File: src/rtl/fp_align_if.sv
// Operand-pair / aligned-result handshake bundle for the FP adder alignment stage.
// The slave modport is the alignment pipe; the master modport is its environment.
interface fp_align_if #(
  parameter int unsigned EXP_W = 8,
  parameter int unsigned MAN_W = 23
);
  logic             in_valid;
  logic             in_ready;
  logic             a_sgn;
  logic             b_sgn;
  logic [EXP_W-1:0] a_exp;
  logic [EXP_W-1:0] b_exp;
  logic [MAN_W-1:0] a_man;
  logic [MAN_W-1:0] b_man;
  logic             out_valid;
  logic             out_ready;
  logic [EXP_W-1:0] out_exp;
  logic             out_big_sgn;
  logic             out_sml_sgn;
  logic [MAN_W:0]   out_big_sig;
  logic [MAN_W+3:0] out_sml_sig;
  logic [EXP_W-1:0] out_diff;
  logic             out_swap;

  modport master (
    output in_valid, a_sgn, b_sgn, a_exp, b_exp, a_man, b_man, out_ready,
    input  in_ready, out_valid, out_exp, out_big_sgn, out_sml_sgn, out_big_sig,
           out_sml_sig, out_diff, out_swap
  );

  modport slave (
    input  in_valid, a_sgn, b_sgn, a_exp, b_exp, a_man, b_man, out_ready,
    output in_ready, out_valid, out_exp, out_big_sgn, out_sml_sgn, out_big_sig,
           out_sml_sig, out_diff, out_swap
  );
endinterface

File: src/rtl/fp_align_pipe.sv
// Two-stage FP adder front end: S1 compares exponents and orders operands by magnitude,
// S2 right-shifts the smaller significand keeping guard/round/sticky.
module fp_align_pipe #(
  parameter int unsigned EXP_W = 8,
  parameter int unsigned MAN_W = 23
) (
  input logic       clk,
  input logic       rst_n,
  fp_align_if.slave pipe_io
);
  localparam int unsigned SW = MAN_W + 4;

  logic s2_adv, s1_adv;

  // ---------------- Stage 1: compare and swap ----------------
  logic             hid_a, hid_b, borrow, swap_c;
  logic [EXP_W-1:0] ea_eff, eb_eff;
  logic [EXP_W:0]   sub;

  logic             s1_valid_q, s1_valid_d;
  logic             s1_big_sgn_q, s1_big_sgn_d, s1_sml_sgn_q, s1_sml_sgn_d, s1_swap_q;
  logic [MAN_W:0]   s1_big_sig_q, s1_big_sig_d, s1_sml_sig_q, s1_sml_sig_d;
  logic [EXP_W-1:0] s1_exp_q, s1_exp_d, s1_diff_q, s1_diff_d;
  logic             s1_load;

  always_comb begin
    hid_a  = |pipe_io.a_exp;
    hid_b  = |pipe_io.b_exp;
    ea_eff = hid_a ? pipe_io.a_exp : EXP_W'(1);
    eb_eff = hid_b ? pipe_io.b_exp : EXP_W'(1);
    sub    = {1'b0, ea_eff} - {1'b0, eb_eff};
    borrow = sub[EXP_W];
    // Equal magnitudes keep a as the larger operand.
    swap_c = borrow || ((sub == '0) && (pipe_io.b_man > pipe_io.a_man));

    s1_diff_d    = borrow ? (eb_eff - ea_eff) : sub[EXP_W-1:0];
    s1_exp_d     = borrow ? eb_eff : ea_eff;
    s1_big_sgn_d = swap_c ? pipe_io.b_sgn : pipe_io.a_sgn;
    s1_sml_sgn_d = swap_c ? pipe_io.a_sgn : pipe_io.b_sgn;
    s1_big_sig_d = swap_c ? {hid_b, pipe_io.b_man} : {hid_a, pipe_io.a_man};
    s1_sml_sig_d = swap_c ? {hid_a, pipe_io.a_man} : {hid_b, pipe_io.b_man};
  end

  // ---------------- Handshake ----------------
  assign s2_adv           = !pipe_io.out_valid || pipe_io.out_ready;
  assign s1_adv           = !s1_valid_q || s2_adv;
  assign pipe_io.in_ready = s1_adv;
  assign s1_load          = pipe_io.in_valid && s1_adv;
  assign s1_valid_d       = s1_adv ? pipe_io.in_valid : s1_valid_q;

  always_ff @(posedge clk or negedge rst_n) begin
    if (!rst_n) begin
      s1_valid_q   <= 1'b0;
      s1_big_sgn_q <= 1'b0;
      s1_sml_sgn_q <= 1'b0;
      s1_swap_q    <= 1'b0;
      s1_big_sig_q <= '0;
      s1_sml_sig_q <= '0;
      s1_exp_q     <= '0;
      s1_diff_q    <= '0;
    end else begin
      s1_valid_q <= s1_valid_d;
      if (s1_load) begin
        s1_big_sgn_q <= s1_big_sgn_d;
        s1_sml_sgn_q <= s1_sml_sgn_d;
        s1_swap_q    <= swap_c;
        s1_big_sig_q <= s1_big_sig_d;
        s1_sml_sig_q <= s1_sml_sig_d;
        s1_exp_q     <= s1_exp_d;
        s1_diff_q    <= s1_diff_d;
      end
    end
  end

  // ---------------- Stage 2: align ----------------
  logic [SW-1:0]    ext, ones, lost_mask, sml_sig_d;
  logic [EXP_W-1:0] sh;
  logic             sticky, s2_load, out_valid_d;

  always_comb begin
    ext  = {s1_sml_sig_q, 3'b000};
    ones = '1;
    sh   = (s1_diff_q >= EXP_W'(SW)) ? EXP_W'(SW) : s1_diff_q;
    // A shift of SW clears ones entirely, so the mask then covers every bit of ext.
    lost_mask = ~(ones << sh);
    sticky    = |(ext & lost_mask);
    sml_sig_d = (ext >> sh) | {{(SW-1){1'b0}}, sticky};
  end

  logic             out_valid_q, out_big_sgn_q, out_sml_sgn_q, out_swap_q;
  logic [EXP_W-1:0] out_exp_q, out_diff_q;
  logic [MAN_W:0]   out_big_sig_q;
  logic [SW-1:0]    out_sml_sig_q;

  assign s2_load     = s1_valid_q && s2_adv;
  assign out_valid_d = s2_adv ? s1_valid_q : out_valid_q;

  always_ff @(posedge clk or negedge rst_n) begin
    if (!rst_n) begin
      out_valid_q   <= 1'b0;
      out_big_sgn_q <= 1'b0;
      out_sml_sgn_q <= 1'b0;
      out_swap_q    <= 1'b0;
      out_exp_q     <= '0;
      out_diff_q    <= '0;
      out_big_sig_q <= '0;
      out_sml_sig_q <= '0;
    end else begin
      out_valid_q <= out_valid_d;
      if (s2_load) begin
        out_big_sgn_q <= s1_big_sgn_q;
        out_sml_sgn_q <= s1_sml_sgn_q;
        out_swap_q    <= s1_swap_q;
        out_exp_q     <= s1_exp_q;
        out_diff_q    <= s1_diff_q;
        out_big_sig_q <= s1_big_sig_q;
        out_sml_sig_q <= sml_sig_d;
      end
    end
  end

  assign pipe_io.out_valid   = out_valid_q;
  assign pipe_io.out_exp     = out_exp_q;
  assign pipe_io.out_big_sgn = out_big_sgn_q;
  assign pipe_io.out_sml_sgn = out_sml_sgn_q;
  assign pipe_io.out_big_sig = out_big_sig_q;
  assign pipe_io.out_sml_sig = out_sml_sig_q;
  assign pipe_io.out_diff    = out_diff_q;
  assign pipe_io.out_swap    = out_swap_q;
endmodule

File: src/flat_wrapper.sv
// flat-port wrapper written by rule: the top's interface ports become plain ports
module fp_align_pipe_flat 
#(
  parameter int unsigned EXP_W = 8,
  parameter int unsigned MAN_W = 23
)
  (clk, rst_n, pipe_io_in_valid, pipe_io_a_sgn, pipe_io_b_sgn, pipe_io_a_exp, pipe_io_b_exp, pipe_io_a_man, pipe_io_b_man, pipe_io_out_ready, pipe_io_in_ready, pipe_io_out_valid, pipe_io_out_exp, pipe_io_out_big_sgn, pipe_io_out_sml_sgn, pipe_io_out_big_sig, pipe_io_out_sml_sig, pipe_io_out_diff, pipe_io_out_swap);
  fp_align_if #(.EXP_W(EXP_W), .MAN_W(MAN_W)) pipe_io_i ();
  input logic clk;
  input logic rst_n;
  input wire logic [$bits(pipe_io_i.in_valid)-1:0] pipe_io_in_valid;
  input wire logic [$bits(pipe_io_i.a_sgn)-1:0] pipe_io_a_sgn;
  input wire logic [$bits(pipe_io_i.b_sgn)-1:0] pipe_io_b_sgn;
  input wire logic [$bits(pipe_io_i.a_exp)-1:0] pipe_io_a_exp;
  input wire logic [$bits(pipe_io_i.b_exp)-1:0] pipe_io_b_exp;
  input wire logic [$bits(pipe_io_i.a_man)-1:0] pipe_io_a_man;
  input wire logic [$bits(pipe_io_i.b_man)-1:0] pipe_io_b_man;
  input wire logic [$bits(pipe_io_i.out_ready)-1:0] pipe_io_out_ready;
  output wire logic [$bits(pipe_io_i.in_ready)-1:0] pipe_io_in_ready;
  output wire logic [$bits(pipe_io_i.out_valid)-1:0] pipe_io_out_valid;
  output wire logic [$bits(pipe_io_i.out_exp)-1:0] pipe_io_out_exp;
  output wire logic [$bits(pipe_io_i.out_big_sgn)-1:0] pipe_io_out_big_sgn;
  output wire logic [$bits(pipe_io_i.out_sml_sgn)-1:0] pipe_io_out_sml_sgn;
  output wire logic [$bits(pipe_io_i.out_big_sig)-1:0] pipe_io_out_big_sig;
  output wire logic [$bits(pipe_io_i.out_sml_sig)-1:0] pipe_io_out_sml_sig;
  output wire logic [$bits(pipe_io_i.out_diff)-1:0] pipe_io_out_diff;
  output wire logic [$bits(pipe_io_i.out_swap)-1:0] pipe_io_out_swap;
  assign pipe_io_i.in_valid = pipe_io_in_valid;
  assign pipe_io_i.a_sgn = pipe_io_a_sgn;
  assign pipe_io_i.b_sgn = pipe_io_b_sgn;
  assign pipe_io_i.a_exp = pipe_io_a_exp;
  assign pipe_io_i.b_exp = pipe_io_b_exp;
  assign pipe_io_i.a_man = pipe_io_a_man;
  assign pipe_io_i.b_man = pipe_io_b_man;
  assign pipe_io_i.out_ready = pipe_io_out_ready;
  assign pipe_io_in_ready = pipe_io_i.in_ready;
  assign pipe_io_out_valid = pipe_io_i.out_valid;
  assign pipe_io_out_exp = pipe_io_i.out_exp;
  assign pipe_io_out_big_sgn = pipe_io_i.out_big_sgn;
  assign pipe_io_out_sml_sgn = pipe_io_i.out_sml_sgn;
  assign pipe_io_out_big_sig = pipe_io_i.out_big_sig;
  assign pipe_io_out_sml_sig = pipe_io_i.out_sml_sig;
  assign pipe_io_out_diff = pipe_io_i.out_diff;
  assign pipe_io_out_swap = pipe_io_i.out_swap;
  fp_align_pipe #(.EXP_W(EXP_W), .MAN_W(MAN_W)) u_core (.clk(clk), .rst_n(rst_n), .pipe_io(pipe_io_i));
endmodule
File: config.mk
export PLATFORM = sky130hd
export DESIGN_NAME = fp_align_pipe_flat
export DESIGN_NICKNAME = d
export VERILOG_FILES = /design/src/rtl/fp_align_if.sv /design/src/rtl/fp_align_pipe.sv /design/src/flat_wrapper.sv
export SDC_FILE = /design/constraint.sdc
export NUM_CORES = 1
export LEC_CHECK = 0
export BUFFER_PORTS_ARGS = -buffer_cell sky130_fd_sc_hd__clkbuf_2
export CORE_MARGIN = 4
export CORE_UTILIZATION = 41
export CTS_CLUSTER_DIAMETER = 80
export DETAILED_ROUTE_END_ITERATION = 8
export PLACE_DENSITY = 0.7
export SYNTH_ARGS = -nofsm -noshare
export SYNTH_HDL_FRONTEND = slang
export SYNTH_SLANG_ARGS = --single-unit
File: constraint.sdc
create_clock -name clk -period 5 [get_ports clk]
set_input_delay 0.5 -clock clk [delete_from_list [all_inputs] [get_ports clk]]
set_output_delay 0.5 -clock clk [all_outputs]
set_load 0.01 [all_outputs]
=== Word-level counts from Yosys, hierarchy flattened ===
Cells that the tools add are included.

* Mux-type cells: 9
* Shift-type cells: 2
* Bitwise gates (word level): 3
* Add/sub/neg operators: 2
* Reductions and logical operators: 12
* Magnitude comparators: 2

{| class="wikitable"
|+ Operators by type and width
! cell !! number
|-
| $mux W24 || 2
|-
| $mux W8 || 5
|-
| $and A27 B27 Y27 || 1
|-
| $not A27 Y27 || 1
|-
| $or A27 B1 Y27 || 1
|-
| $reduce_or A27 Y1 || 1
|-
| $shl A27 B8 Y27 const A || 1
|-
| $shr A27 B8 Y27 || 1
|-
| $gt A23 B23 Y1 || 1
|-
| $reduce_or A8 Y1 || 2
|-
| $logic_not A9 Y1 || 1
|-
| $sub A8 B8 Y9 || 1
|-
| $ge A8 B5 Y1 const B || 1
|-
| $sub A8 B8 Y8 || 1
|-
| $logic_and A1 B1 Y1 || 3
|-
| $logic_or A1 B1 Y1 || 3
|-
| $logic_not A1 Y1 || 2
|-
| $mux W1 || 2
|}

* Output and inout port bits: 72
* Bits of input ports: 68
* Logic and storage cells: 46
* Flip-flop bits (word level): 139

=== Logic depth before layout (Yosys ltp) ===
* Depth after elaboration: 7
* Depth in mapped cells: 15
* Depth with buffers taken out: 13

=== Worst setup path after synthesis ===
No wires, ideal clock.

* Path kind: in2reg
* Start point: in pipe_io_a_exp[5]
* End point: reg u_core.s1_big_sig_q[0]
* Data arrival time: 3.470 ns
* Buffers on the path: 1
* Stages on the path: 14
* Required time: 4.935 ns
* Setup time: 0.065 ns
* Slack: 1.465 ns
* Cell sequence: nor4_1 > nand4_1 > nand2b_1 > inv_1 > ha_1 > fa_1 > nand2b_1 > a21oi_1 > xor2_1 > nor4b_1 > o2111ai_1 > nand2_1 > clkbuf_1 > o221a_2

* Word-level cells in the longest chain between the ends: 7

{| class="wikitable"
|+ RTL lines
! what !! RTL line !! source
|-
| from (decl) || flat_wrapper.sv:14 || <nowiki>input wire logic [$bits(pipe_io_i.a_exp)-1:0] pipe_io_a_exp;</nowiki>
|-
| $reduce_or A8 Y1 || fp_align_pipe.sv:27 || <nowiki>hid_a = |pipe_io.a_exp;</nowiki>
|-
| $mux W8 (*) || fp_align_pipe.sv:29 || <nowiki>ea_eff = hid_a ? pipe_io.a_exp : EXP_W'(1);</nowiki>
|-
| $sub A8 B8 Y9 (*) || fp_align_pipe.sv:31 || <nowiki>sub = {1'b0, ea_eff} - {1'b0, eb_eff};</nowiki>
|-
| $logic_not A9 Y1 || fp_align_pipe.sv:34 || <nowiki>swap_c = borrow || ((sub == '0) && (pipe_io.b_man > pipe_io.a_man));</nowiki>
|-
| $logic_and A1 B1 Y1 || fp_align_pipe.sv:34 ||
|-
| $logic_or A1 B1 Y1 (*) || fp_align_pipe.sv:34 ||
|-
| $mux W24 (*) || fp_align_pipe.sv:40 || <nowiki>s1_big_sig_d = swap_c ? {hid_b, pipe_io.b_man} : {hid_a, pipe_io.a_man};</nowiki>
|-
| to (signal assigned) || fp_align_pipe.sv:67 || <nowiki>s1_big_sig_q <= s1_big_sig_d;</nowiki>
|-
| to (decl) || fp_align_pipe.sv:22 || <nowiki>logic [MAN_W:0] s1_big_sig_q, s1_big_sig_d, s1_sml_sig_q, s1_sml_sig_d;</nowiki>
|}

Every way passes the cells marked *; elsewhere a longest branch is shown, timed or not.
A chain may end at the register's enable or synchronous reset.

=== Worst setup path in the final report ===
* Start point: in pipe_io_a_exp[5]
* End point: reg u_core.s1_big_sig_q[21]

Same word-level chain as after synthesis.

==> results.yml <==
routing:
  routedWlPerCell_um: 18.9
  drc: 0
  via_per_inst: 5.76
  dr.pass1.iters: 6
  drtIter0Drc: 541
  drtAntennaViolNets: 0
  vias: 8404
  drt-total-wl_mm: 27.6
floorplanning:
  row_count: 54
  die_h_um: 156
  die_width_um: 156
  start_util_pct: 41.5
  coreArea_sq_mm: 0.0218
  dieArea_sq_mm: 0.0245
  io_pins: 140
global_routing:
  overflow: 0
  grt_use_total_pct: 22.5
  antenna_found_initial: 0
  grt_pass1_wl_mm: 44.2
  grt_start_max_net_pins: 94
  grt_pass1_vias: 8092
timing:
  slew_headroom_pct: 30.9
  worst_slew_pin_slew_ns: 1.04
  final_max_slew_viol_count: 0
  hold_viol_final: 0
  tns_ns: 0
  rsz0062_at_grt: "false"
  worst_slack_ns: 1.10
  setup_violations: 0
  fin_skew_ns: 0.0101
  fmax_mhz: 256
  period_share_pct: 78.1
  fin_crit_ns: 3.90
worst_setup_path:
  required_ns: 5.31
  worstSetupStartpoint: "pipe_io_a_exp[5]"
  crit_type: "input pin to register"
  path_max_fanout: 29
  end_kind: "register"
  regToRegStartpoint: "u_core.s1_diff_q[7]"
  arrival_ns: 4.22
  start_kind: "input pin"
place:
  dp.final_hpwl_mm: 19.7
  preCtsSetupSlack_ns: 0.763
  gp_congestion: 0.941
  placed_area_sq_mm: 0.00993
  io_buffers: 139
clock_network:
  post_cts_buffers: 0
  cts_resized: 0
  numClockSinks: 139
  cts_tree: "built"
  insertion_delay_ns: 0.43
  clock_path_buffers: 2
  cts-root-buf: "clkbuf_16"
  cts_buffers: 17
  ctsHoldBuffers: 0
  clkSlewWorstSetupHoldPaths_ns: 0.06
  ctsHtreeMaxLevel: 4
logic_synthesis:
  synth.distinct_cells: 67
  synth_area_sq_mm: 0.00903
  yosysSeqAreaShare_pct: 38.5
  synth_top_flop_cell: "dfrtp_1"
  postSynthCellCount: 1078
  synthTopCellsByCount: "nand2_1, dfrtp_1, nor2_1, clkbuf_1, o21ai_0"
  yosysMostFrequentCell: "nand2_1"
  synth.net_count: 1186
  yosysTopAreaCell: "dfrtp_1"
  synth_area_per_cell_sq_um: 8.38
  synth-seq-cells: 139
  synth_area_leaders: "dfrtp_1, nand2_1, ha_1"
  synth_top_area_share_pct: 38.5
  ys_warn_count: 0
  async_flop_share_pct: 100
  synth-edff-count: 0
pwr:
  p_seq_share_pct: 36.4
  switchingPower_mw: 1.75
  p_int_mw: 2.71
  vdd_drop_max_mv: 0.249
  power.density_mw_per_mm2: 425
  combPwrFrac_pct: 35.6
  p_sw_share_pct: 39.2
  p_clk_share_pct: 27.9
  p_leak_nw: 5.00
layout:
  drive_gt1_share_pct: 20.7
  syn_to_final_growth_pct: 16.2
  n_antenna_cell: 0
  fin_util_pct: 48.3
  multiInputGateArea_sq_mm: 0.00505
  fin_area_sq_mm: 0.0105
  fillers: 2148
  fin_nets: 1273
  regArea_sq_mm: 0.00348
worst_hold_path:
  hold_path_class: "input pin to asynchronous set/reset pin"
job:
  maxCapViolations: 0
run_status:
  status: "finished clean"
-- area by class of cell --
class	instances	share of cell area [%]
clock buffer	18	4.18
clock inverter	14	1.29
inverter	45	1.61
multi-input combinational	800	48.1
sequential	139	33.1
tap	280	3.34
timing repair buffer	162	8.33
-- layer usage --
metal	wire, um	vias up	GRT usage, %	share of wire, %
met1	12600	4048	31.6	46
li1	-	4020	-	-
met2	12900	291	35.5	47
met5	0	-	0	0
met3	1540	45	4.18	5.6
met4	555	0	6.40	2.0
-- final timing paths --
path | to | slack (ns) | cells past startpoint
setup / recovery | u_core.s1_big_sig_q[21] | 1.10 | 15
hold / removal | u_core.pipe_io.out_sml_sig[15] | 0.16 | 1
setup reg to reg | u_core.pipe_io.out_sml_sig[4] | 1.38 | 8
hold reg to reg | u_core.pipe_io.out_exp[1] | 0.46 | 2
max in group asynchronous | u_core.pipe_io.out_big_sig[20] | 3.69 | 2
min in group clk | u_core.s1_valid_q | 0.31 | 2
-- critical path, stage by stage --
cell	delay, ns
clkbuf_2	0.11
nor4_1	0.32
nand4_1	0.15
nand2b_1	0.14
inv_1	0.06
ha_1	0.21
fa_1	0.41
nand2b_1	0.18
a21oi_1	0.24
o311ai_1	0.25
a32oi_1	0.33
o2111a_1	0.61
nor2_1	0.08
buf_4	0.26
a311oi_1	0.34
-- layout by cell type (no fill, tap or decap), types with 4 or more instances in the layout --
master / n
a21boi_0: 12
dfrtp_1: 139
o21ai_0: 47
clkbuf_16: 17
or3_1: 8
inv_6: 5
xor2_1: 6
buf_4: 23
o22ai_1: 7
o211ai_1: 16
o41ai_1: 4
o31ai_1: 6
a31o_2: 4
a221oi_1: 8
nand2b_1: 21
clkbuf_2: 138
mux2_2: 10
a211oi_1: 29
a21o_1: 5
xnor2_1: 4
nand2_1: 216
o221a_2: 21
a22o_1: 6
mux2i_1: 45
nor2_1: 82
ha_1: 38
nor3_1: 8
nor2b_1: 8
a22oi_1: 8
inv_1: 45
nand4_1: 9
o21ai_1: 14
nor4_1: 5
a31oi_1: 10
a21oi_1: 41
nand3_1: 19
a311oi_1: 17
and3_1: 9
-- power groups by stage --
stage	clock [mW]	sequential, mW	combinational [mW]
after detailed placement	0	1.64	1.58
after global placement	0	1.63	1.56
after floorplan	0	1.60	1.03
after CTS	1.27	1.62	1.59
final	1.25	1.63	1.59
after global routing	1.32	1.66	1.75
-- through the flow --
step	hold WS (ns)	cells	power, mW
2_1_floorplan	0.204	1078	2.63
3_3_place_gp	0.451	1426	3.19
3_5_place_dp	0.458	1426	3.22
4_1_cts	0.198	1458	4.48
5_1_grt	0.221	1458	4.72
6_report	0.162	1458	4.46
-- registers in the layout (all words and copies together), names as in the netlist, 8 cells and up --
register / flops
u_core.pipe_io.out_sml_sig: 27
u_core.pipe_io.out_big_sig: 24
u_core.s1_big_sig_q: 24
u_core.s1_sml_sig_q: 24
u_core.pipe_io.out_diff: 8
u_core.pipe_io.out_exp: 8
u_core.s1_diff_q: 8
u_core.s1_exp_q: 8
-- cell families after synthesis --
| kind of cell | after synthesis | synth area share, % |
|---|---|---|
| muxes | 57 | 6.57 |
| adders and majority gates | 41 | 5.82 |
| buffers and inverters | 139 | 5.87 |
| DFF | 139 | 38.5 |
| xor gates and xnor gates | 10 | 0.969 |
| AOI/OAI and AO/OA | 286 | 22.6 |
| and+or+nand+nor | 406 | 19.7 |
No activity file was read; power rests on OpenSTA's default activity.
